### src/rtl/ece564_pkg.sv
// Shared types and sizing helpers for the ECE564 input fetch front end.
package ece564_pkg;

    localparam int ADDR_W_DEF = 12;
    localparam int DATA_W_DEF = 16;

    typedef enum logic [1:0] {
        IDLE,
        HDR,
        STREAM,
        DONE
    } fetch_state_t;

    // Largest word count whose last data address still fits below 2^addr_w.
    function automatic int unsigned calc_maxn(input int unsigned addr_w, input int unsigned base);
        return (32'd1 << addr_w) - 32'd1 - base;
    endfunction

endpackage

### src/rtl/skid_fifo2.sv
// Two-entry FIFO; head is visible combinationally, push and pop may coincide.
module skid_fifo2 #(
    parameter int W = 17
) (
    input  logic         clk,
    input  logic         reset_b,
    input  logic         push,
    input  logic [W-1:0] push_data,
    input  logic         pop,
    output logic [W-1:0] head,
    output logic         full,
    output logic         empty,
    output logic [1:0]   count
);

    logic [W-1:0] mem0;
    logic [W-1:0] mem1;
    logic         wr_ptr;
    logic         rd_ptr;
    logic         do_push;
    logic         do_pop;

    assign do_pop  = pop && (count != 2'd0);
    assign do_push = push && ((count != 2'd2) || do_pop);

    always_ff @(posedge clk or negedge reset_b) begin
        if (!reset_b) begin
            mem0   <= '0;
            mem1   <= '0;
            wr_ptr <= 1'b0;
            rd_ptr <= 1'b0;
            count  <= 2'd0;
        end else begin
            if (do_push) begin
                if (wr_ptr) mem1 <= push_data;
                else        mem0 <= push_data;
                wr_ptr <= ~wr_ptr;
            end
            if (do_pop) rd_ptr <= ~rd_ptr;
            count <= count + 2'(do_push) - 2'(do_pop);
        end
    end

    assign head  = rd_ptr ? mem1 : mem0;
    assign full  = (count == 2'd2);
    assign empty = (count == 2'd0);

endmodule

### src/rtl/input_stream_fetcher.sv
// Reads a length header and N words from a 1-cycle-latency SRAM and streams
// them out with backpressure. A word transfers when out_valid && out_ready.
module input_stream_fetcher
    import ece564_pkg::*;
#(
    parameter int                ADDR_W    = ADDR_W_DEF,
    parameter int                DATA_W    = DATA_W_DEF,
    parameter logic [ADDR_W-1:0] BASE_ADDR = '0
) (
    input  logic              clk,
    input  logic              reset_b,
    input  logic              dut_run,
    output logic              dut_busy,
    output logic [ADDR_W-1:0] dut_sram_read_address,
    input  logic [DATA_W-1:0] sram_dut_read_data,
    output logic              out_valid,
    output logic [DATA_W-1:0] out_data,
    output logic              out_last,
    input  logic              out_ready,
    output fetch_state_t      state
);

    localparam int unsigned       MAXN   = calc_maxn(ADDR_W, 32'(BASE_ADDR));
    localparam logic [ADDR_W-1:0] MAXN_V = ADDR_W'(MAXN);

    logic [ADDR_W-1:0] n_q;
    logic [ADDR_W-1:0] n_clamped;
    logic [ADDR_W-1:0] issued;
    logic [ADDR_W-1:0] delivered;
    logic              inflight;
    logic              inflight_last;
    logic              issue;
    logic              pop;
    logic              xfer_last;
    logic [1:0]        fifo_count;
    logic              fifo_full;
    logic              fifo_empty;
    logic [DATA_W:0]   head;

    always_comb begin
        n_clamped = sram_dut_read_data[ADDR_W-1:0];
        if (32'(sram_dut_read_data) > MAXN) n_clamped = MAXN_V;
    end

    assign pop       = !fifo_empty && out_ready;
    assign xfer_last = pop && (delivered == n_q - ADDR_W'(1));

    // Credit counts the slot freed by this cycle's pop, so a steady ready
    // sustains one word per cycle without ever overflowing the two entries.
    assign issue = (state == STREAM) && (issued != n_q) && !(fifo_full && !pop)
                && (({1'b0, fifo_count} - {2'b00, pop} + {2'b00, inflight}) < 3'd2);

    assign dut_sram_read_address = issue ? (BASE_ADDR + ADDR_W'(1) + issued) : BASE_ADDR;

    skid_fifo2 #(.W(DATA_W + 1)) fifo (
        .clk       (clk),
        .reset_b   (reset_b),
        .push      (inflight),
        .push_data ({inflight_last, sram_dut_read_data}),
        .pop       (pop),
        .head      (head),
        .full      (fifo_full),
        .empty     (fifo_empty),
        .count     (fifo_count)
    );

    assign out_valid = !fifo_empty;
    assign out_data  = head[DATA_W-1:0];
    assign out_last  = head[DATA_W];

    always_ff @(posedge clk or negedge reset_b) begin
        if (!reset_b) begin
            state         <= IDLE;
            dut_busy      <= 1'b0;
            n_q           <= '0;
            issued        <= '0;
            delivered     <= '0;
            inflight      <= 1'b0;
            inflight_last <= 1'b0;
        end else begin
            inflight      <= issue;
            inflight_last <= issue && (issued == n_q - ADDR_W'(1));
            if (issue) issued <= issued + ADDR_W'(1);
            if (pop)   delivered <= delivered + ADDR_W'(1);
            case (state)
                IDLE: begin
                    if (dut_run) begin
                        dut_busy  <= 1'b1;
                        issued    <= '0;
                        delivered <= '0;
                        state     <= HDR;
                    end
                end
                HDR: begin
                    n_q   <= n_clamped;
                    state <= (n_clamped == '0) ? DONE : STREAM;
                end
                STREAM: begin
                    if (xfer_last) begin
                        dut_busy <= 1'b0;
                        state    <= DONE;
                    end
                end
                DONE: begin
                    dut_busy <= 1'b0;
                    state    <= IDLE;
                end
                default: state <= IDLE;
            endcase
        end
    end

endmodule

### config.mk
export PLATFORM = sky130hd
export DESIGN_NAME = input_stream_fetcher
export DESIGN_NICKNAME = d
export VERILOG_FILES = /design/src/rtl/ece564_pkg.sv /design/src/rtl/skid_fifo2.sv /design/src/rtl/input_stream_fetcher.sv
export SDC_FILE = /design/constraint.sdc
export NUM_CORES = 1
export LEC_CHECK = 0
export ABC_AREA = 1
export CORE_UTILIZATION = 40
export CTS_BUF_LIST = sky130_fd_sc_hd__clkbuf_8
export DETAILED_ROUTE_END_ITERATION = 12
export PLACE_DENSITY = 0.65
export SLEW_MARGIN = 20
export SYNTH_ARGS = -nofsm -noshare
export SYNTH_HDL_FRONTEND = slang
export SYNTH_SLANG_ARGS = --single-unit
### constraint.sdc
create_clock -name clk -period 11.05 [get_ports clk]
set_clock_uncertainty 0.15 [all_clocks]
set_input_delay 3.315 -clock clk [delete_from_list [all_inputs] [get_ports clk]]
set_output_delay 3.315 -clock clk [all_outputs]
set_load 0.1 [all_outputs]
==> metrics <==
fillers 1,059; WP data required between 7000 and 8000 ps; normalized max-slew margin 31.50%; most common cell after layout, fill and taps aside nand2_1; cts bufs inserted 9; routability cong. 0.9019; Setup crit end kind output pin; Crit path max-delay family buffers and inverters; first-pass GRT wire length 18,640 um; Vias/cell 4.940; RSZ-0062 raised after global routing no; mux share of post-synthesis cell area 0%; most frequent cells in the layout nand2_1 (191), dfrtp_1 (79), inv_1 (74), nor2_1 (49), o21ai_0 (48); biggest area consumer among synthesized cells dfrtp_1; period utilization about 90%; routed wire length approximately 11,000 um; Antenna Cells 0; Synth Flop Type dfrtp_1; status finished, final reports clean; fin crit period ~10000 ps; TritonCTS clock tree yes; Cells after Synth 610; Rows 38; MaxCap Viol Count 0; First-pass DRT Iterations 5; DRC 0; Starting Density between 40% and 50%; GR Overflow Total 0; final std cells w/o fill 803; IO Port Bufs 52; # hold bufs at CTS 0; synthesized area per cell 7.466 um2; chip width 108.7 um; Fmax 100.4 MHz; Reg clk slew, reported paths 80 ps; Adder-Cell Fraction of Synth Area 3.736%; largest net degree at the start of global routing 80; nets 692; top cells by area, synth dfrtp_1 (43%), nand2_1 (16%), inv_1 (6.1%), o21ai_0 (5.3%), nor2_1 (4.0%); Root Buffer clkbuf_8; clock tree buffer depth 2; Antenna Violating Nets Remaining 0; core footprint 10,980 um2; Post-CTS Setup Repair Bufs 0; Worst setup SP type input port; register area share after synthesis a little over two fifths; Post-DP HPWL 8105 um; Yosys reg bits 79; Setup violations, final 0; GRT Resource Usage Total 20.68%; crit path max-delay cell type a2111oi_2; vias in the first global route approximately 3.8k; slowest stage delay, CP 500 ps; largest family of logic cells by synthesized area simple AND/OR/NAND/NOR gates; Synthesized Nets 643; simple-gate share of the synthesized area 28.52%; vias after detailed routing 3,967; cell area after synthesis ~4600 um2; share of cells above drive strength 1 a little under a tenth; worst slew pin tran a little over 1000 ps; CP Class input port to output pin; clk_lat worst skew 370 ps; Worst Path Max Fanout 15; pwr dens 282.8 nW/um2; DR iter-0 viols 196; Util after Layout 49.03%; placed cell count 788; number of clock sinks just under 80; Worst Hold Class flop to flop; Cell variety after synth 37; Final Max Tran Viols 0; PostCTS Resize Cnt 0; initial antenna violation count 0; Compound-Gate Fraction of Synth Area 10.71%; Area Growth Syn to Fin 18.24%; die area roughly 12,000 um2; Critical path buffers and inverters 5; worst-path cell chain clkdlybuf4s50_1 > o21ai_2 > inv_1 > ha_1 > nor2_1 > fa_1 > a2111oi_2 > nand2_2 > inv_2 > nand3_1 > inv_1 > buf_4; fraction of registers with async set/reset 100.0%; post-route setup TNS 0 ps; Ys Warns 0; Avg WL per Cell 13.63 um; xor/xnor cell area share of the yosys netlist 5.385%; number of synthesized flops with an enable pin 0; height of the die ~110 um; Final Hold Fails 0; leakage 0.002626 uW; Critical Path AT 6500 ps; top cell type's share of synthesized area 43.41%; worst vdd ir 0.2342 mV; H-tree Lvls 3; # IOs 53; CP most frequent cell inv_1
## cells in the mapped netlist (2+ instances only)
| master | instances |
|---|---|
| buf_1 | 2 |
| nor2_1 | 49 |
| nor3_1 | 4 |
| ha_1 | 12 |
| inv_2 | 8 |
| o21ai_0 | 48 |
| o21ai_1 | 3 |
| nor3_2 | 4 |
| a21oi_1 | 22 |
| xnor2_1 | 8 |
| a22oi_1 | 8 |
| nor2_4 | 2 |
| clkbuf_1 | 5 |
| nand2_2 | 6 |
| nand4_1 | 7 |
| inv_1 | 74 |
| nand3_1 | 30 |
| nand2_1 | 192 |
| xor2_1 | 20 |
| dfrtp_1 | 79 |
| buf_2 | 5 |
| nor2_2 | 6 |
| a21oi_2 | 2 |
## tightest hold or removal path: stages, from the launching register on
cell and delay (ps):
dfrtp_1 350, nand2_1 50, nand2_1 50
## flip-flops by register name, indices dropped and copies added, names as in the netlist
name,cells
issued,12
fifo.wr_ptr,1
inflight,1
fifo.mem0,17
fifo.count,2
n_q,12
fifo.rd_ptr,1
state,2
fifo.mem1,17
inflight_last,1
delivered,12
dut_busy,1
## path summary, 6_finish.rpt
check	from	end	slack (ps)	depth (start not counted)
hold / removal	dut_busy	dut_busy	330	2
setup reg to reg	fifo.count[1]	issued[0]	7590	10
hold reg to reg	dut_busy	dut_busy	330	2
setup / recovery	out_ready	dut_sram_read_address[6]	1090	12
max in group asynchronous	reset_b	issued[8]	7150	1
min in group asynchronous	reset_b	fifo.mem0[10]	2940	1
## kinds of logic (layout without fill, tap and decap cells)
group | count (synthesis) | after routing
fa+ha+maj | 13 | 13
simple gates | 305 | 305
buf+inv | 97 | 150
compound gates | 88 | 88
flops | 79 | 79
xor+xnor | 28 | 28
## layout make-up
cell class | count | area, um2 | area share, %
inverter | 83 | 311.5 | 5.785
clock buffer | 11 | 151.4 | 2.811
tap | 140 | 175.2 | 3.253
clock inverter | 4 | 77.57 | 1.441
multi-input combinational | 434 | 2205 | 40.94
timing repair buffer | 52 | 488.0 | 9.061
sequential | 79 | 1977 | 36.71
## where the power goes
part,switching [uW],internal [uW]
sequential,88.1,380
combinational,599,206
clock,110,140
total,797,726
## stage by stage
step                power, uW  hold WS, ps  area (um2)  setup WS, ps
detailed placement       1281        317.9        5154          1105
global placement         1266        315.4        5154          1206
floorplan                1087        302.9        4554          1437
global route             1621        364.1        5385         834.0
CTS                      1534        341.1        5383          1085
finish                   1523        333.8        5385          1086
## routing by layer
| layer | global-route usage (%) | wire length [um] |
|---|---|---|
| met2 | 31.92 | 4934 |
| met1 | 28.38 | 5353 |
| met3 | 3.048 | 354 |
| met4 | 10.04 | 303 |
| met5 | 0 | 0 |
No activity file was read; power rests on OpenSTA's default activity.
